`config.mk`:
```
export PLATFORM = sky130hd
export DESIGN_NAME = ex_muldiv_flat
export DESIGN_NICKNAME = d
export VERILOG_FILES = /design/src/rtl/mips_pkg.sv /design/src/rtl/ex_muldiv_if.sv /design/src/rtl/muldiv_iter.sv /design/src/rtl/ex_muldiv.sv /design/src/flat_wrapper.sv
export SDC_FILE = /design/constraint.sdc
export NUM_CORES = 1
export LEC_CHECK = 0
export BUFFER_PORTS_ARGS = -buffer_cell sky130_fd_sc_hd__buf_2
export CAP_MARGIN = 0
export CORE_UTILIZATION = 40
export DETAILED_ROUTE_END_ITERATION = 6
export PLACE_DENSITY = 0.61
export SYNTH_ARGS = -nofsm -noshare
export SYNTH_HDL_FRONTEND = slang
export SYNTH_SLANG_ARGS = --single-unit
```
`constraint.sdc`:
```
create_clock -name clk -period 5.33 [get_ports clk]
set_input_delay 0.7995 -clock clk [delete_from_list [all_inputs] [get_ports clk]]
set_output_delay 0.7995 -clock clk [all_outputs]
set_load 0.005 [all_outputs]
```
`src/rtl/mips_pkg.sv`:
```
// mips_pkg
// Shared definitions for the EX-stage multiply/divide unit: the encodings of
// the mult/div operation field decoded in ID and the unit's FSM states.
// No ports; imported by the unit, its sub-module and its testbench.
package mips_pkg;

    // Encoding of the 2-bit op field; bit 1 selects divide, bit 0 unsigned.
    typedef enum logic [1:0] {
        MD_MULT  = 2'd0,
        MD_MULTU = 2'd1,
        MD_DIV   = 2'd2,
        MD_DIVU  = 2'd3
    } mdOp_t;

    typedef enum logic [1:0] {
        MD_IDLE,
        MD_RUN,
        MD_FIX
    } mdState_t;

endpackage

```
`src/rtl/ex_muldiv_if.sv`:
```
// ex_muldiv_if
// Bundles the ID/EX-side request signals and the HI/LO/stall results of the
// multiply/divide unit.
//   master: pipeline side, drives start/op/operands/moves/mf_req/kill and
//           reads hi/lo/busy/stall_req.
//   slave : the unit itself.
interface ex_muldiv_if #(parameter int WIDTH = 32);

    logic             start;
    logic [1:0]       op;
    logic [WIDTH-1:0] rs_data;
    logic [WIDTH-1:0] rt_data;
    logic             mthi;
    logic             mtlo;
    logic             mf_req;
    logic             kill;
    logic [WIDTH-1:0] hi;
    logic [WIDTH-1:0] lo;
    logic             busy;
    logic             stall_req;

    modport master (
        output start, op, rs_data, rt_data, mthi, mtlo, mf_req, kill,
        input  hi, lo, busy, stall_req
    );

    modport slave (
        input  start, op, rs_data, rt_data, mthi, mtlo, mf_req, kill,
        output hi, lo, busy, stall_req
    );

endinterface

```
`src/rtl/muldiv_iter.sv`:
```
// muldiv_iter
// Per-cycle datapath of the iterative multiply/divide unit. Holds a
// 2*WIDTH accumulator split into accHi/accLo plus the operand that is added
// (multiplicand) or subtracted (divisor) on every step.
// Ports:
//   clk, rst     clock and synchronous active-high reset
//   load         capture magnitudes aIn/bIn and clear the upper accumulator
//   step         perform one shift-add (multiply) or restoring step (divide)
//   isDiv        selects divide behaviour for load and step
//   aIn, bIn     operand magnitudes (multiplicand/dividend, multiplier/divisor)
//   accHi, accLo product halves, or remainder / quotient for divides
module muldiv_iter #(parameter int WIDTH = 32) (
    input  logic             clk,
    input  logic             rst,
    input  logic             load,
    input  logic             step,
    input  logic             isDiv,
    input  logic [WIDTH-1:0] aIn,
    input  logic [WIDTH-1:0] bIn,
    output logic [WIDTH-1:0] accHi,
    output logic [WIDTH-1:0] accLo
);

    logic [WIDTH-1:0] hiReg;
    logic [WIDTH-1:0] loReg;
    logic [WIDTH-1:0] addend;
    logic [WIDTH:0]   mulSum;
    logic [WIDTH:0]   divShift;
    logic [WIDTH-1:0] divDiff;
    logic             divFits;

    // Multiply: add the multiplicand when the current multiplier bit is set,
    // then the whole accumulator shifts right by one.
    // Divide: shift remainder:dividend left by one and trial-subtract the
    // divisor. The shifted remainder can need WIDTH+1 bits, so the fit test is
    // done at that width; a divisor of zero always fits, which naturally
    // yields an all-ones quotient and the dividend as remainder.
    always_comb begin
        mulSum   = {1'b0, hiReg} + (loReg[0] ? {1'b0, addend} : '0);
        divShift = {hiReg, loReg[WIDTH-1]};
        divFits  = (divShift >= {1'b0, addend});
        divDiff  = divShift[WIDTH-1:0] - addend;
    end

    // On load the multiplier (or dividend) sits in the low half so that its
    // bits are consumed from the bottom (or top) as the accumulator shifts.
    always_ff @(posedge clk) begin
        if (rst) begin
            hiReg  <= '0;
            loReg  <= '0;
            addend <= '0;
        end else if (load) begin
            hiReg  <= '0;
            loReg  <= isDiv ? aIn : bIn;
            addend <= isDiv ? bIn : aIn;
        end else if (step) begin
            if (isDiv) begin
                hiReg <= divFits ? divDiff : divShift[WIDTH-1:0];
                loReg <= {loReg[WIDTH-2:0], divFits};
            end else begin
                hiReg <= mulSum[WIDTH:1];
                loReg <= {mulSum[0], loReg[WIDTH-1:1]};
            end
        end
    end

    assign accHi = hiReg;
    assign accLo = loReg;

endmodule

```
`src/rtl/ex_muldiv.sv`:
```
// ex_muldiv
// Iterative MULT/MULTU/DIV/DIVU unit of the EX stage. Owns HI/LO, runs one
// iteration per cycle for WIDTH cycles, then applies signs in a final FIX
// cycle. Raises stall_req toward the hazard unit while it is busy and the
// instruction in EX needs it.
// Ports:
//   clk, rst  clock and synchronous active-high reset
//   bus       ex_muldiv_if slave: start/op/rs_data/rt_data/mthi/mtlo/mf_req/
//             kill in, hi/lo/busy/stall_req out
module ex_muldiv
    import mips_pkg::*;
#(
    parameter int WIDTH = 32
) (
    input logic        clk,
    input logic        rst,
    ex_muldiv_if.slave bus
);

    localparam int CNT_W = $clog2(WIDTH);
    localparam logic [CNT_W-1:0] LAST_ITER = CNT_W'(WIDTH - 1);

    mdState_t         state, nextState;
    logic [CNT_W-1:0] count;
    mdOp_t            opReg;
    mdOp_t            opIn;
    logic             signA, signB, bZero;
    logic             launch, step, fixWrite;
    logic             signedIn, aNeg, bNeg, iterIsDiv;
    logic [WIDTH-1:0] absA, absB;
    logic [WIDTH-1:0] accHi, accLo;
    logic [WIDTH-1:0] hiReg, loReg;
    logic [WIDTH-1:0] resHi, resLo;
    logic [2*WIDTH-1:0] product;

    // Operand magnitudes for the unsigned datapath; unsigned ops pass through.
    always_comb begin
        opIn     = mdOp_t'(bus.op);
        signedIn = (opIn == MD_MULT) || (opIn == MD_DIV);
        aNeg     = signedIn & bus.rs_data[WIDTH-1];
        bNeg     = signedIn & bus.rt_data[WIDTH-1];
        absA     = aNeg ? -bus.rs_data : bus.rs_data;
        absB     = bNeg ? -bus.rt_data : bus.rt_data;
    end

    // While idle the datapath must load with the incoming op's layout;
    // afterwards it follows the latched op.
    assign iterIsDiv = (state == MD_IDLE) ? opIn[1] : opReg[1];

    muldiv_iter #(.WIDTH(WIDTH)) iter (
        .clk   (clk),
        .rst   (rst),
        .load  (launch),
        .step  (step),
        .isDiv (iterIsDiv),
        .aIn   (absA),
        .bIn   (absB),
        .accHi (accHi),
        .accLo (accLo)
    );

    // State register.
    always_ff @(posedge clk) begin
        if (rst) state <= MD_IDLE;
        else     state <= nextState;
    end

    // Next-state and control strobes. kill beats start in IDLE and aborts
    // RUN/FIX without touching HI/LO.
    always_comb begin
        nextState = state;
        launch    = 1'b0;
        step      = 1'b0;
        fixWrite  = 1'b0;
        case (state)
            MD_IDLE: begin
                if (bus.start && !bus.kill) begin
                    launch    = 1'b1;
                    nextState = MD_RUN;
                end
            end
            MD_RUN: begin
                step = 1'b1;
                if (bus.kill)                nextState = MD_IDLE;
                else if (count == LAST_ITER) nextState = MD_FIX;
            end
            MD_FIX: begin
                fixWrite  = !bus.kill;
                nextState = MD_IDLE;
            end
            default: nextState = MD_IDLE;
        endcase
    end

    // Sign fix-up. A zero divisor keeps the all-ones quotient even for a
    // negative signed dividend; the remainder always follows the dividend.
    always_comb begin
        product = {accHi, accLo};
        resHi   = accHi;
        resLo   = accLo;
        case (opReg)
            MD_MULT: begin
                if (signA ^ signB) product = -product;
                resHi = product[2*WIDTH-1:WIDTH];
                resLo = product[WIDTH-1:0];
            end
            MD_DIV: begin
                resLo = ((signA ^ signB) && !bZero) ? -accLo : accLo;
                resHi = signA ? -accHi : accHi;
            end
            default: begin
                resHi = product[2*WIDTH-1:WIDTH];
                resLo = product[WIDTH-1:0];
            end
        endcase
    end

    // Operation bookkeeping and the architectural HI/LO. Moves are only
    // honoured while idle, where they may share the edge with a launch.
    always_ff @(posedge clk) begin
        if (rst) begin
            count <= '0;
            opReg <= MD_MULT;
            signA <= 1'b0;
            signB <= 1'b0;
            bZero <= 1'b0;
            hiReg <= '0;
            loReg <= '0;
        end else begin
            if (launch) begin
                count <= '0;
                opReg <= opIn;
                signA <= aNeg;
                signB <= bNeg;
                bZero <= (bus.rt_data == '0);
            end else if (step) begin
                count <= count + 1'b1;
            end

            if (fixWrite) begin
                hiReg <= resHi;
                loReg <= resLo;
            end else if (state == MD_IDLE) begin
                if (bus.mthi) hiReg <= bus.rs_data;
                if (bus.mtlo) loReg <= bus.rs_data;
            end
        end
    end

    assign bus.hi        = hiReg;
    assign bus.lo        = loReg;
    assign bus.busy      = (state != MD_IDLE);
    assign bus.stall_req = bus.busy & (bus.start | bus.mf_req | bus.mthi | bus.mtlo);

endmodule
```
`src/flat_wrapper.sv`:
```
// flat-port wrapper written by rule: the top's interface ports become plain ports
module ex_muldiv_flat import mips_pkg::*;
#(
    parameter int WIDTH = 32
)
  (clk, rst, bus_start, bus_op, bus_rs_data, bus_rt_data, bus_mthi, bus_mtlo, bus_mf_req, bus_kill, bus_hi, bus_lo, bus_busy, bus_stall_req);
  ex_muldiv_if #(.WIDTH(WIDTH)) bus_i ();
  input logic clk;
  input logic rst;
  input wire logic [$bits(bus_i.start)-1:0] bus_start;
  input wire logic [$bits(bus_i.op)-1:0] bus_op;
  input wire logic [$bits(bus_i.rs_data)-1:0] bus_rs_data;
  input wire logic [$bits(bus_i.rt_data)-1:0] bus_rt_data;
  input wire logic [$bits(bus_i.mthi)-1:0] bus_mthi;
  input wire logic [$bits(bus_i.mtlo)-1:0] bus_mtlo;
  input wire logic [$bits(bus_i.mf_req)-1:0] bus_mf_req;
  input wire logic [$bits(bus_i.kill)-1:0] bus_kill;
  output wire logic [$bits(bus_i.hi)-1:0] bus_hi;
  output wire logic [$bits(bus_i.lo)-1:0] bus_lo;
  output wire logic [$bits(bus_i.busy)-1:0] bus_busy;
  output wire logic [$bits(bus_i.stall_req)-1:0] bus_stall_req;
  assign bus_i.start = bus_start;
  assign bus_i.op = bus_op;
  assign bus_i.rs_data = bus_rs_data;
  assign bus_i.rt_data = bus_rt_data;
  assign bus_i.mthi = bus_mthi;
  assign bus_i.mtlo = bus_mtlo;
  assign bus_i.mf_req = bus_mf_req;
  assign bus_i.kill = bus_kill;
  assign bus_hi = bus_i.hi;
  assign bus_lo = bus_i.lo;
  assign bus_busy = bus_i.busy;
  assign bus_stall_req = bus_i.stall_req;
  ex_muldiv #(.WIDTH(WIDTH)) u_core (.clk(clk), .rst(rst), .bus(bus_i));
endmodule
```
# Word-level counts from Yosys, hierarchy flattened
# Cells that the tools add are included.
[totals]
reg_bits = 172
in_bits = 73
output_inout_bits = 66
wordCells = 82
[op_classes]
n_addsub = 8
order_cmp = 1
n_eq_ne = 7
muxes = 30
bitwise_logic = 7
n_reduce_logical = 18
[op_table]
columns = ["operator", "count"]
rows = [
  ["two-way mux 32 bit", 18],
  ["negator 32 bit", 4],
  ["case mux 32 bit (2 select lines)", 2],
  ["two-way mux 64 bit", 1],
  ["negator 64 bit", 1],
  ["adder 32 x 33 -> 33 bit", 1],
  ["greater-or-equal comparator 33 x 32 -> 1 bit", 1],
  ["zero test 32 bit", 1],
  ["subtractor 32 bit", 1],
  ["nonzero test 2 bit", 5],
  ["equality test 2 bit (second input constant)", 3],
  ["zero test 2 bit", 3],
  ["two-way mux 2 bit", 3],
  ["AND reduction 2 bit", 3],
  ["adder 5 x 1 -> 5 bit (second input constant)", 1],
  ["equality test 5 bit (second input constant)", 1],
  ["two-way mux 1 bit", 5],
  ["case mux 2 bit (2 select lines)", 1],
  ["AND 1 bit", 3],
  ["!= test 3 x 2 -> 1 bit (second input constant)", 1],
  ["bitwise OR 1 bit", 3],
  ["equality test 2 x 1 -> 1 bit (second input constant)", 1],
  ["logical AND 1 bit", 2],
  ["zero test 1 bit", 2],
  ["other kinds (4)", 4],
]

# Longest topological paths before layout
[depth]
depth_word = 6
ltp_mapped = 14

# By module
# A second synthesis with hierarchy kept.
[unflattened]
hier_cells = 1931
area_unflattened_um2 = 14830.5
[modules_own_cells]
columns = ["module", "instances", "cells_per_inst", "area_each_um2"]
rows = [
  ["muldiv_iter", 1, 1118, 8725.9],
  ["ex_muldiv", 1, 813, 6104.6],
]

# Least setup slack after synthesis
# Ideal clock, no wire load.
[synth_timing]
kind = "input port to flip-flop"
from = "in bus_rt_data[4]"
to = "reg u_core.iter.loReg[26] (netlist: u_core.iter.accLo[26])"
arrival_time_ns = 2.874
path_slack_ns = 2.342
stages = 9
cell_sequence = "or3_1 -> nor3b_1 -> and3_1 -> nand3_1 -> o31ai_1 -> xor2_1 -> nand2_1 -> a21oi_1 -> a2111oi_0"
[synth_between]
elab_chain_len = 4
[synth_lines]
columns = ["element", "line_no", "source"]
rows = [
  ["from (decl)", "flat_wrapper.sv:13", "input wire logic [$bits(bus_i.rt_data)-1:0] bus_rt_data;"],
  ["negator 32 bit", "ex_muldiv.sv:43", "absB = bNeg ? -bus.rt_data : bus.rt_data;"],
  ["two-way mux 32 bit", "ex_muldiv.sv:43", ""],
  ["two-way mux 32 bit", "muldiv_iter.sv:54", "loReg <= isDiv ? aIn : bIn;"],
  ["two-way mux 32 bit", "muldiv_iter.sv:52", "end else if (load) begin"],
  ["to (signal assigned)", "muldiv_iter.sv:54", ""],
  ["to (signal assigned)", "muldiv_iter.sv:59", "loReg <= {loReg[WIDTH-2:0], divFits};"],
  ["to (signal assigned)", "muldiv_iter.sv:62", "loReg <= {mulSum[0], loReg[WIDTH-1:1]};"],
  ["to (decl)", "muldiv_iter.sv:25", "logic [WIDTH-1:0] loReg;"],
]
# No other way between the ends.
# A chain may end at the register's enable or synchronous reset.

# Worst setup path in the final report
[layout_timing]
from = "reg u_core.iter.loReg[0] (netlist: u_core.iter.accLo[0])"
to = "reg u_core.iter.hiReg[24] (netlist: u_core.iter.accHi[24])"
[layout_between]
elab_chain_len = 3
[layout_lines]
columns = ["element", "line_no", "source"]
rows = [
  ["two-way mux 32 bit", "muldiv_iter.sv:39", "mulSum = {1'b0, hiReg} + (loReg[0] ? {1'b0, addend} : '0);"],
  ["adder 32 x 33 -> 33 bit", "muldiv_iter.sv:39", ""],
  ["two-way mux 32 bit", "muldiv_iter.sv:57", "if (isDiv) begin"],
  ["to (signal assigned)", "muldiv_iter.sv:58", "hiReg <= divFits ? divDiff : divShift[WIDTH-1:0];"],
  ["to (signal assigned)", "muldiv_iter.sv:61", "hiReg <= mulSum[WIDTH:1];"],
  ["to (decl)", "muldiv_iter.sv:24", "logic [WIDTH-1:0] hiReg;"],
]
# No other way between the ends.

==> results.sh <==
export IMPL_outcome="finished clean"
export IMPL_rr_worst_depth=14
export IMPL_grt_util_all_layers_pct=29.0
export IMPL_drive_above_1_share_pct=10.6
export IMPL_cts_tree="done"
export IMPL_cp_max_fo=23
export IMPL_vias=15695
export IMPL_max_slew_worst_pin_slew_ns=1.05
export IMPL_core_sq_um=35900
export IMPL_antenna_found_initial=1
export IMPL_ctsResizeCount=0
export IMPL_min_period_ns=3.88
export IMPL_critical_path_class="flop to flop"
export IMPL_setup_viol=0
export IMPL_critPathCapture="u_core.iter.accHi[24]"
export IMPL_power_internal_w=0.00259
export IMPL_syn_area_sq_um=14800
export IMPL_period_share_pct=72.8
export IMPL_rows=69
export IMPL_cp_data_required_time_ns=5.71
export IMPL_wl_um=55800
export IMPL_cp_slowest_cell="a2111oi_0"
export IMPL_grt_start_max_net_pins=117
export IMPL_path_delay_family="compound AO/OA/AOI/OAI gates"
export IMPL_post_drt_wl_per_cell_um=21.8
export IMPL_ys_types=80
export IMPL_die_h_um=194
export IMPL_cts_root_buf="clkbuf_16"
export IMPL_cts_num_sinks=172
export IMPL_synthesis_nets=2195
export IMPL_cts_setup_buffers=0
export IMPL_io_pins=139
export IMPL_vdd_drop_max_mv=0.177
export IMPL_ff2ff_setup_slack_ns=1.45
export IMPL_swShare_pct=37.8
export IMPL_numCtsBuffers=17
export IMPL_slew_headroom_pct=30.2
export IMPL_clk_pin_slew_ns=0.08
export IMPL_finalMaxSlewViolations=0
export IMPL_reg2reg_from="u_core.iter.accLo[0]"
export IMPL_tns_ns=0
export IMPL_seq_area_frac_synth_pct=23.3
export IMPL_first_global_vias=13895
export IMPL_gp_congestion=0.965
export IMPL_synthFlopType="dfxtp_1"
export IMPL_htreeDepth=4
export IMPL_max_freq_mhz=258
export IMPL_crit_cells=14
export IMPL_final_nets=2224
export IMPL_remaining_drc_errors=0
export IMPL_power_density_nw_per_um2=257
export IMPL_switching_power_w=0.00158
export IMPL_area_growth_syn_to_layout_pct=10.0
export IMPL_holdBufCountCts=0
export IMPL_worstPathArrival_ns=4.26
export IMPL_start_util_pct=41.1
export IMPL_clockBufferDepth=2
export IMPL_path_buf_inv=3
export IMPL_firstDrtPassIters=7
export IMPL_crit_chain="clkinv_1 -> buf_4 -> nor2_1 -> ha_1 -> and2_1 -> nand4_1 -> a2111oi_0 -> buf_4 -> or3_1 -> a31oi_1 -> o31ai_1 -> xnor2_1 -> a22oi_1 -> a31oi_1"
export IMPL_drt_initial_drc_count=1560
export IMPL_syn_area_per_cell_sq_um=7.20
export IMPL_seqPwrFrac_pct=34.9
export IMPL_max_stage_delay_ns=0.51
export IMPL_crit_reg2reg_capture="u_core.iter.accHi[24]"
export IMPL_grt_overflow_total=0
export IMPL_portBuffers=138
export IMPL_worstSetupEndpointType="flop"
export IMPL_clkPwrFrac_pct=31.6
export IMPL_synthCells=2050
export IMPL_drtAntennaViolNets=0
export IMPL_worstSetupStartpointType="flop"
export IMPL_rsz0062_at_grt="false"
export IMPL_clkLatencyLatePin_ns=0.45
export IMPL_setup_slack_ns=1.45
export IMPL_dp_slack_ns=1.48
export IMPL_skew_ns=0.0122
export IMPL_crit_start="u_core.iter.accLo[0]"
export IMPL_design_die_area_sq_um=37700
export IMPL_place_hpwl_um=42900
export IMPL_ys_warn_count=0
export IMPL_synth_edf_count=0
export IMPL_hp_class="flop to flop"
export IMPL_ys_async_sr_fraction_pct=0
export IMPL_combPwrFrac_pct=33.4
export IMPL_grt_pass1_wl_um=85100
export IMPL_hold_viol_final=0
export IMPL_viasPerCell=6.15
export IMPL_cap_violations=0
export IMPL_leakage_nw=6.96
export IMPL_die_width_um=194
export IMPL_synth_seq_cells=172
==> worst min path at each step <==
stage | start | to | cells after the start
4_1_cts | u_core.iter.addend[4] | u_core.iter.addend[4] | 2
6_report | u_core.iter.addend[4] | u_core.iter.addend[4] | 2
5_1_grt | u_core.iter.addend[8] | u_core.iter.addend[8] | 2
2_1_floorplan | u_core.iter.addend[10] | u_core.iter.addend[10] | 2
3_5_place_dp | u_core.iter.addend[4] | u_core.iter.addend[4] | 2
3_3_place_gp | u_core.iter.addend[3] | u_core.iter.addend[3] | 2
==> worst register-to-register path, stage by stage, from the launching register on <==
cell       delay, ns
dfxtp_1         0.40
clkinv_1        0.39
buf_4           0.38
nor2_1          0.15
ha_1            0.24
and2_1          0.24
nand4_1         0.12
a2111oi_0       0.51
buf_4           0.22
or3_1           0.14
a31oi_1         0.17
o31ai_1         0.42
xnor2_1         0.17
a22oi_1         0.08
a31oi_1         0.17
==> cells in the mapped netlist (9+ instances only) <==
library cell	n	area, sq um
nand3_1	43	215
nor2_1	272	1020
o21ai_0	102	510
a2111oi_0	16	140
ha_1	70	876
o211ai_1	43	323
or3_1	15	93.8
dfxtp_1	172	3440
a31oi_1	28	175
inv_1	62	233
and3_1	18	113
nor2b_1	12	75.1
nor3_1	43	215
a211oi_1	74	556
a21oi_1	200	1000
nand2_1	228	856
nand2b_1	14	87.6
xor2_1	89	780
nor4_1	22	138
o31ai_1	27	203
a21o_1	22	165
buf_2	9	45.0
mux2i_1	82	821
clkbuf_1	123	462
and2_1	11	68.8
xnor2_1	83	727
nand4_1	15	93.8
o22ai_1	9	56.3
==> sequential cells by signal, summed over array words and instances, names as in the netlist <==
signal and cells:
u_core.bus.lo 32, u_core.iter.accHi 32, u_core.iter.addend 32, u_core.signA 1
u_core.state 2, u_core.signB 1, u_core.count 5, u_core.iter.accLo 32
u_core.bZero 1, u_core.bus.hi 32, u_core.opReg 2
==> final cells by class <==
type	instances	area, sq um
clock inverters	13	154
clock buffers	19	443
diodes	1	2.50
repair buffers	154	826
fillers	3686	19700
well taps	461	577
inverters	63	236
multi-input cells	1671	10500
flip-flops and latches	172	3440
==> placed cells by master, fill, tap and decap left out, types with 7 or more instances in the layout <==
cell type / count
nor2_1: 271
nand2_1: 227
a21oi_1: 200
dfxtp_1: 172
buf_2: 137
o21ai_0: 102
xor2_1: 89
xnor2_1: 83
mux2i_1: 81
a211oi_1: 74
ha_1: 70
inv_1: 62
nand3_1: 43
nor3_1: 43
o211ai_1: 43
a31oi_1: 28
o31ai_1: 27
nor4_1: 22
a21o_1: 22
and3_1: 18
clkbuf_16: 17
a2111oi_0: 16
buf_4: 16
or3_1: 15
nand4_1: 15
nand2b_1: 14
nor2b_1: 11
and2_1: 9
o22ai_1: 9
o21a_1: 8
o41ai_1: 8
or4_1: 7
o21bai_1: 7
==> metal layers <==
metal  track usage (%)  share of wire [%]
met4              9.67                3.0
met5                 0                  0
met2              42.8                 42
met3              3.43                8.5
met1              43.0                 47
==> per-stage QoR <==
stage | instances | hold slack (ns) | area (sq um) | utilization (%) | total power (W)
3_3_place_gp | 2521 | 0.444 | 15600 | 43.5 | 0.00284
3_5_place_dp | 2521 | 0.446 | 15600 | 43.5 | 0.00284
2_1_floorplan | 2050 | 0.432 | 14800 | - | 0.00242
5_1_grt | 2553 | 0.483 | 16200 | 45.2 | 0.00435
4_1_cts | 2553 | 0.456 | 16200 | 45.2 | 0.00414
6_report | 2554 | 0.455 | 16200 | 45.2 | 0.00417
==> power groups by stage <==
stage / registers (W) / clock network, W / logic [W]
CTS: 0.00145 / 0.00133 / 0.00137
detailed placement: 0.00148 / 0 / 0.00136
floorplan: 0.00144 / 0 / 0.000971
global route: 0.00147 / 0.00138 / 0.00151
global placement: 0.00148 / 0 / 0.00135
finish: 0.00146 / 0.00132 / 0.00140
==> cell families after synthesis <==
logic type,after synthesis,share of synthesized area [%]
compound gates,600,25.7
xor+xnor,172,10.2
fa+ha+maj,72,6.21
buf+inv,207,5.44
flops,172,23.3
mux,87,5.95
simple gates,740,23.2
No activity file was read; power rests on OpenSTA's default activity.
